===== src/rtl/jk_cmd_gen.sv =====
// jk_cmd_gen: button command stage feeding a synchronous JK flip-flop.
// Ports: CK/RB clock and async active-low reset, BTN_SET/BTN_CLR/BTN_TGL raw
// buttons, J/K registered one-cycle commands, BUSY (FSM not idle),
// DROP (one-cycle pulse when a debounced press is discarded).
module jk_cmd_gen #(
  parameter int DB_CYCLES = 4,
  parameter int CNT_W     = 4
) (
  input  logic CK,
  input  logic RB,
  input  logic BTN_SET,
  input  logic BTN_CLR,
  input  logic BTN_TGL,
  output logic J,
  output logic K,
  output logic BUSY,
  output logic DROP
);

  localparam logic [CNT_W-1:0] CNT_MAX = CNT_W'(DB_CYCLES - 1);

  typedef enum logic [1:0] {
    IDLE  = 2'd0,
    ISSUE = 2'd1,
    HOLD  = 2'd2
  } state_t;

  // Bit order for all per-button vectors: [0]=SET, [1]=CLR, [2]=TGL.
  logic [2:0]       w_raw;
  logic [2:0]       r_sync1;
  logic [2:0]       r_sync2;
  logic [2:0]       r_deb;
  logic [2:0]       r_deb_d;
  logic [CNT_W-1:0] r_cnt [3];
  logic [2:0]       w_rise;
  logic             w_multi;

  state_t r_state;
  state_t w_next;

  logic r_j;
  logic r_k;
  logic r_drop;
  logic w_j_nxt;
  logic w_k_nxt;
  logic w_drop_nxt;

  assign w_raw = {BTN_TGL, BTN_CLR, BTN_SET};

  always_ff @(posedge CK or negedge RB) begin
    if (!RB) begin
      r_sync1 <= '0;
      r_sync2 <= '0;
    end else begin
      r_sync1 <= w_raw;
      r_sync2 <= r_sync1;
    end
  end

  // A level is accepted only after DB_CYCLES consecutive disagreeing
  // samples; any agreeing sample restarts the count.
  always_ff @(posedge CK or negedge RB) begin
    if (!RB) begin
      r_deb   <= '0;
      r_deb_d <= '0;
      r_cnt   <= '{default: '0};
    end else begin
      r_deb_d <= r_deb;
      for (int i = 0; i < 3; i++) begin
        if (r_sync2[i] == r_deb[i]) begin
          r_cnt[i] <= '0;
        end else if (r_cnt[i] == CNT_MAX) begin
          r_deb[i] <= r_sync2[i];
          r_cnt[i] <= '0;
        end else begin
          r_cnt[i] <= r_cnt[i] + CNT_W'(1);
        end
      end
    end
  end

  assign w_rise  = r_deb & ~r_deb_d;
  assign w_multi = (w_rise[0] & w_rise[1])
                 | (w_rise[0] & w_rise[2])
                 | (w_rise[1] & w_rise[2]);

  always_ff @(posedge CK or negedge RB) begin
    if (!RB) begin
      r_state <= IDLE;
    end else begin
      r_state <= w_next;
    end
  end

  always_comb begin
    w_next = r_state;
    unique case (r_state)
      IDLE:    if (|w_rise) w_next = ISSUE;
      ISSUE:   w_next = HOLD;
      HOLD:    if (r_deb == 3'b000) w_next = IDLE;
      default: w_next = IDLE;
    endcase
  end

  // Commands are computed here and registered so J/K are high exactly
  // during the ISSUE cycle.
  always_comb begin
    w_j_nxt    = 1'b0;
    w_k_nxt    = 1'b0;
    w_drop_nxt = 1'b0;
    unique case (r_state)
      IDLE: begin
        if (w_rise[1]) begin
          w_k_nxt = 1'b1;
        end else if (w_rise[0]) begin
          w_j_nxt = 1'b1;
        end else if (w_rise[2]) begin
          w_j_nxt = 1'b1;
          w_k_nxt = 1'b1;
        end
        w_drop_nxt = w_multi;
      end
      ISSUE,
      HOLD:    w_drop_nxt = |w_rise;
      default: w_drop_nxt = 1'b0;
    endcase
  end

  always_ff @(posedge CK or negedge RB) begin
    if (!RB) begin
      r_j    <= 1'b0;
      r_k    <= 1'b0;
      r_drop <= 1'b0;
    end else begin
      r_j    <= w_j_nxt;
      r_k    <= w_k_nxt;
      r_drop <= w_drop_nxt;
    end
  end

  assign J    = r_j;
  assign K    = r_k;
  assign DROP = r_drop;
  assign BUSY = (r_state != IDLE);

endmodule

===== config.mk =====
export PLATFORM = sky130hd
export DESIGN_NAME = jk_cmd_gen
export DESIGN_NICKNAME = d
export VERILOG_FILES = /design/src/rtl/jk_cmd_gen.sv
export SDC_FILE = /design/constraint.sdc
export NUM_CORES = 1
export LEC_CHECK = 0
export CAP_MARGIN = 20
export CORE_MARGIN = 8
export CORE_UTILIZATION = 30
export DETAILED_ROUTE_END_ITERATION = 16
export GPL_TIMING_DRIVEN = 0
export PLACE_DENSITY = 0.52
export SLEW_MARGIN = 20
export SYNTH_ARGS = -nofsm -noshare
export SYNTH_HDL_FRONTEND = slang
export SYNTH_SLANG_ARGS = --single-unit

===== constraint.sdc =====
create_clock -name CK -period 2.9 [get_ports CK]
set_input_delay 0.725 -clock CK [delete_from_list [all_inputs] [get_ports CK]]
set_output_delay 0.725 -clock CK [all_outputs]
set_load 0.02 [all_outputs]

==> qor.csv <==
stage,metric,value,unit
run_status,outcome,"complete, no violations",
synth,synthTopCellsByArea,"dfrtp_1 (62%), ha_1 (7.5%), mux2_2 (2.9%), nand2b_1 (2.7%), a21oi_1 (2.6%)",
clock_network,clockBufferDepth,2,
detailed_routing,first_pass_iters,4,
global_routing,grt_start_max_net_pins,30,
synth,muxShareOfSynthArea,3.86,%
sta,maxSlewHeadroom,57.4,%
sta,drv_slew,0,
detailed_routing,viasPerCell,4.44,
setup_path,cpMostUsedCell,inv_1,
setup_path,crit_chain,inv_1 -> ha_1 -> inv_1 -> clkdlybuf4s50_1,
synth,synth-simple-area-share,15.6,%
clock_network,cts_htree_levels,2,
synth,syn_nets,102,
sta,post-route-period-util,83.2,%
setup_path,cp_data_arrival_time,1.69,ns
sta,whs,0.348,ns
die,design.die.area,6140,sq um
global_routing,grt_pass1_vias,703,
finish,drive_above_1_share,13.2,%
die,rows,22,
synth,synth_top_family_by_area,simple AND/OR/NAND/NOR gates,
placed_design,hpwlAfterDp,1.16,mm
setup_path,critical_path.max_fanout,4,
global_routing,grt_use_total,6.21,%
finish,fin_nets,117,
power,powerDensity,940,nW/um^2
setup_path,endpoint_kind,output pin,
die,initial_utilization,31.6,%
setup_path,startpoint_type,register,
clock_network,numCtsBuffers,5,
synth,synth_top_cell_area_share,62.2,%
detailed_routing,drc,0,
placed_design,gp_congestion,0.817,
synth,ys_seq_area_share,62.2,%
detailed_routing,vias,683,
sta,setup_viol,0,
clock_network,post-cts-setup-buffers,0,
job,cap_violations,0,
global_routing,antenna_found_initial,0,
finish,layout_common_cells,"dfrtp_1 (29), ha_1 (7), clkdlybuf4s50_1 (7)",
detailed_routing,drtIter0Drc,26,
die,ios,9,
detailed_routing,drt_wl_total,1.63,mm
finish,layout_commonest_cell,dfrtp_1,
min_path,hold_class,reg -> reg,
sta,clock-skew-final,0.00662,ns
die,die_w,78.3,microns
sta,min_period,2.41,ns
power,p_leak,0.617,nW
sta,rsz0062_at_grt,false,
finish,n_antenna_cell,0,
finish,syn_to_final_growth,18.7,%
power,ir_drop,0.294,mV
synth,ys_types,25,
setup_path,slowest_stage,clkdlybuf4s50_1,
synth,syn_area_per_cell,13.0,sq um
sta,tns,0,ns
synth,synth_area,1170,sq um
die,core_area,3690,sq um
synth,ys_warn_count,0,
sta,finalHoldViolations,0,
detailed_routing,routedWlPerCell,10.6,microns
sta,fmax,0.414,GHz
synth,yosys.area_share.adder,7.51,%
synth,ys_ff_latch,29,
clock_network,clock_latency,0.27,ns
die,fp.dieH,78.3,microns
detailed_routing,drtAntennaViolNets,0,
clock_network,cts_hold_buf,0,
sta,worst_pin_slew,0.639,ns
synth,synth_top_area_cell,dfrtp_1,
global_routing,grt_overflow,0,
setup_path,cp_top_family,buffers and inverters,
setup_path,path_class,reg -> out,
placed_design,io_buffers,8,
clock_network,post_cts_resize_count,0,
global_routing,grt_first_pass_wirelength,3.00,mm
setup_path,path_buf_inv,3,
synth,synth_cells,90,
setup_path,cpPeakStageDelay,0.61,ns
setup_path,crit_required,2.17,ns
synth,synth_compound_area_share,5.36,%
clock_network,cts_tree,done,
clock_network,clk_pin_slew,0.06,ns
power,p_total,1.30,mW
synth,synth_xor_area_share,4.51,%
clock_network,cts-root-buf,clkbuf_8,
clock_network,clock_sinks,29,
finish,fillerInstances,390,
-- flip-flops by register name (all words and copies together) (netlist names) --
signal,cells
r_deb_d,3
r_state,2
r_sync1,3
r_deb,3
J,1
DROP,1
r_sync2,3
K,1
r_cnt,12
-- area by class of cell --
cell class / instances / area [sq um] / area share, %
sequential: 29 / 726 / 52.4
multi-input combinational: 58 / 429 / 31.0
timing repair buffer: 8 / 75.1 / 5.42
clock buffer: 6 / 72.6 / 5.24
tap: 48 / 60.1 / 4.34
inverter: 3 / 11.3 / 0.814
clock inverter: 2 / 10.0 / 0.723
-- cell usage after synthesis, drive strengths merged --
library cell and count:
o21a 1, nand2 1, a21oi 6, nand3b 3, or2b 1, o21ai 2, nor2b 3, ha 7
nand2b 6, a31oi 1, nand3 3, and3 1, nor2 4, dfrtp 29, xor2 3, inv 3
nor3b 3, o31a 1, mux2 4, and2 1, nor3 4, xnor2 3
-- power by group --
group | switching, mW | internal [mW]
clock network | 0.143 | 0.166
logic | 0.201 | 0.207
registers | 0.0703 | 0.513
-- path summary, 6_finish.rpt --
| path | start | end | slack [ns] | depth (start not counted) |
|---|---|---|---|---|
| min | r_sync1[2] | r_sync2[2] | 0.35 | 0 |
| max | r_state[0] | BUSY | 0.49 | 4 |
| max in group asynchronous | RB | r_sync2[0] | 2.01 | 1 |
| min reg2reg | r_sync1[2] | r_sync2[2] | 0.35 | 0 |
| max reg2reg | r_state[0] | r_state[1] | 1.46 | 5 |
| min in group asynchronous | RB | r_cnt[0] | 0.48 | 1 |
-- metrics by stage --
stage                     utilization [%]  cell area (sq um)  instances  setup slack, ns
after floorplan                         -               1170         90             1.36
after global placement               35.4               1310        146            0.615
after detailed placement             35.3               1300        146            0.778
after CTS                            37.5               1380        154            0.470
after global routing                 37.5               1380        154            0.359
final                                37.5               1380        154            0.486
-- layer usage --
layer,share of wire [%],routed length (microns),GRT usage (%),vias up
met5,0,0,0,-
met1,46,755,6.94,334
met2,47,763,9.44,13
li1,-,-,-,334
met4,0.31,5,2.22,0
met3,6.7,109,3.87,2
-- logic make-up (layout without fill, tap and decap cells) --
kind of cell               after synthesis  after routing
xor gates and xnor gates                 6              6
adders and majority gates                7              7
muxes                                    4              4
DFF                                     29             29
AOI/OAI and AO/OA                       11             11
buffers and inverters                    3             19
and+or+nand+nor                         30             30
No activity file was read; power rests on OpenSTA's default activity.
==> RTL change 1, RTL diff (config.mk and constraints unchanged) <==
The parameter `CNT_W` goes from 4 to 6.
--- a/src/rtl/jk_cmd_gen.sv
+++ b/src/rtl/jk_cmd_gen.sv
@@ -6,3 +6,3 @@
   parameter int DB_CYCLES = 4,
-  parameter int CNT_W     = 4
+  parameter int CNT_W     = 6
 ) (
Formal check against the unedited RTL: same outputs for any inputs over 10 cycles, from zero or initial values; that may be too few to reach the edited logic, so the function may still have changed.
==> RTL change 1 against the unedited design <==
  * Cell area increased by 29%
  * Power increased by 21%
  * Setup slack got worse by 21 ps
  * Final cell count increased by 36%
  * Worst hold slack improved by 9.8 ps
  * Area after synthesis increased by 28%
  * Sequential power increased by 25%
  * First-iteration DRC count unchanged
  * Sequential cell count increased by 6
  * Register-to-register slack got worse by 70 ps
  * Clock power increased by 21%
  * Routed wire length increased by 52%
  * Sequential share of layout area decreased by 3.2 points
  * Highest routed layer unchanged
==> RTL change 1: results (changes against the unedited design) <==
Worst setup path
  • Delay-heaviest family, CP: buffers and inverters (unchanged)
  • Crit path arrival time: 1710 ps (was 1690 ps)
  • Largest stage delay, worst path: 620 ps
  • Worst r2r src: r_cnt[14] (was r_state[0])
  • R2R depth: 3 (was 5)
  • Reg2reg end: r_deb[0] (was r_state[1])
  • CP Capture Point: BUSY (unchanged)
  • CP max FO: 4 (unchanged)
  • Reg2reg setup slack: 1390 ps (was 1460 ps)
  • Critical path's slowest cell: clkdlybuf4s50_1 (unchanged)

STA
  • Clock skew: 3.818 ps (was 6.618 ps)
  • Hold WS: 358.2 ps (was 348.4 ps)
  • Max-slew violations: 0 (unchanged)
  • Worst-Margin Slew: 594.2 ps (was 638.9 ps)
  • FMAX: 410.7 MHz (was 414.3 MHz)

Logic synthesis
  • Netlist cell types: 28 (was 25)
  • Top FF cell, synth: dfrtp_1 (unchanged)
  • Synth top area cells: dfrtp_1 59%, ha_1 5.9%, xor2_1 5.3% (was dfrtp_1 62%, ha_1 7.5%, mux2_2 2.9%)
  • Sequential fraction of the synthesis area: 0.5868 (was 0.6223)
  • Syn_nets: 137 (was 102)
  • YS warnings: 0 (unchanged)
  • Synth top cells by count: 35 x dfrtp_1, 11 x nor2_1, 9 x xor2_1 (was 29 x dfrtp_1, 7 x ha_1, 6 x a21oi_1, 5 x nand2b_1)

Routing
  • TritonRoute pass-1 iters: 4 (unchanged)
  • Routed length per instance: 11.86 µm (was 10.60 µm)
  • Iteration-0 DRC Markers: 26 (unchanged)
  • Via count: 954 (was 683)
  • DRT antenna net count: 0 (unchanged)
  • DRC violations left: 0 (unchanged)

Clocking
  • Longest Clk Path Bufs: 2 (unchanged)
  • CTS Root Cell: clkbuf_8 (unchanged)
  • Post-cts sizing count: 0 (unchanged)
  • Post-CTS setup buffer count: 0 (unchanged)
  • H-tree lvl count: 2 (unchanged)
  • Worst-skew pair later-pin latency: 270 ps (about the same)
  • Clock-pin slew on the worst setup and hold paths: 60 ps (about the same)
  • CTS buffer count: 5 (unchanged)

Power
  • Highest ir drop seen on vdd: 0.0004084 V (was 0.0002940 V)
  • Leak: 0.7740 nW (was 0.6173 nW)

Global routing
  • First-pass GRT wire length: 4485 µm (was 3001 µm)
  • Vias in the first global route: 1045 (was 703)
  • Antenna violations before repair: 0 (unchanged)
  • Tot GR Track Use: 0.07608 (was 0.06214)
  • Largest net degree at the start of global routing: 22 (was 30)

Status
  • Status: complete, no violations (unchanged)

Placed design
  • Hpwl dp: 1848 µm (was 1161 µm)
  • Place WS: 764.7 ps (was 777.9 ps)
  • Placer Congestion: 0.7719 (was 0.8167)

Final layout
  • Fin nets: 153 (was 117)
  • Max reg flops: 18 (was 12)
  • Layout cells sized above 1: 0.09859 (was 0.1321)
  • Filler cells: 497 (was 390)
  • Biggest register: r_cnt (unchanged)

Hold path
  • Tightest Hold Check Type: input pin to async pin (was flip-flop to flip-flop)
[RTL change 1: changes by cell type in the layout (fill, tap and decap cells not counted), moves of 3 or more]
cell	delta
nor2_1	+7
or3_1	+3
nand3_1	+4
o21ai_0	+3
nor3_1	-3
nor3b_1	-3
nand3b_1	-3
nand2_1	+3
dfrtp_1	+6
and2_1	+4
xor2_1	+6
[RTL change 1: logic make-up after synthesis]
group	after synthesis	share of synthesized area
flops	35	0.5868
simple gates	43	0.1542
xor+xnor	14	0.08215
mux	4	0.03017
compound gates	17	0.07545
buf+inv	5	0.01257
fa+ha+maj	7	0.05867
[RTL change 1: layer usage]
layer	GRT usage	vias to the layer above	part of all wire
li1	-	463	-
met1	0.07540	467	0.41
met2	0.1333	18	0.52
met3	0.03025	6	0.049
met4	0.04069	0	0.021
met5	0	-	0
[RTL change 1: metrics by stage]
step	instances	instance area, µm²	total power [mW]	util
after detailed placement	201	1679	1.222	0.3532
after global routing	209	1779	1.702	0.3742
after floorplan	125	1493	1.063	-
after CTS	209	1779	1.612	0.3742
final	209	1779	1.580	0.3742
after global placement	200	1657	1.200	0.3484
[RTL change 1: layout make-up]
cell class / instances / area (µm²) / area share
flip-flops and latches: 35 / 875.8 / 0.4923
multi-input cells: 85 / 598.1 / 0.3361
repair buffers: 9 / 102.6 / 0.05766
well taps: 67 / 83.83 / 0.04712
clock buffers: 8 / 100.1 / 0.05626
inverters: 5 / 18.77 / 0.01055
[RTL change 1: power by group]
group | switching [mW] | internal [mW]
logic | 0.240 | 0.240
registers | 0.118 | 0.610
clock network | 0.156 | 0.216
total | 0.514 | 1.07
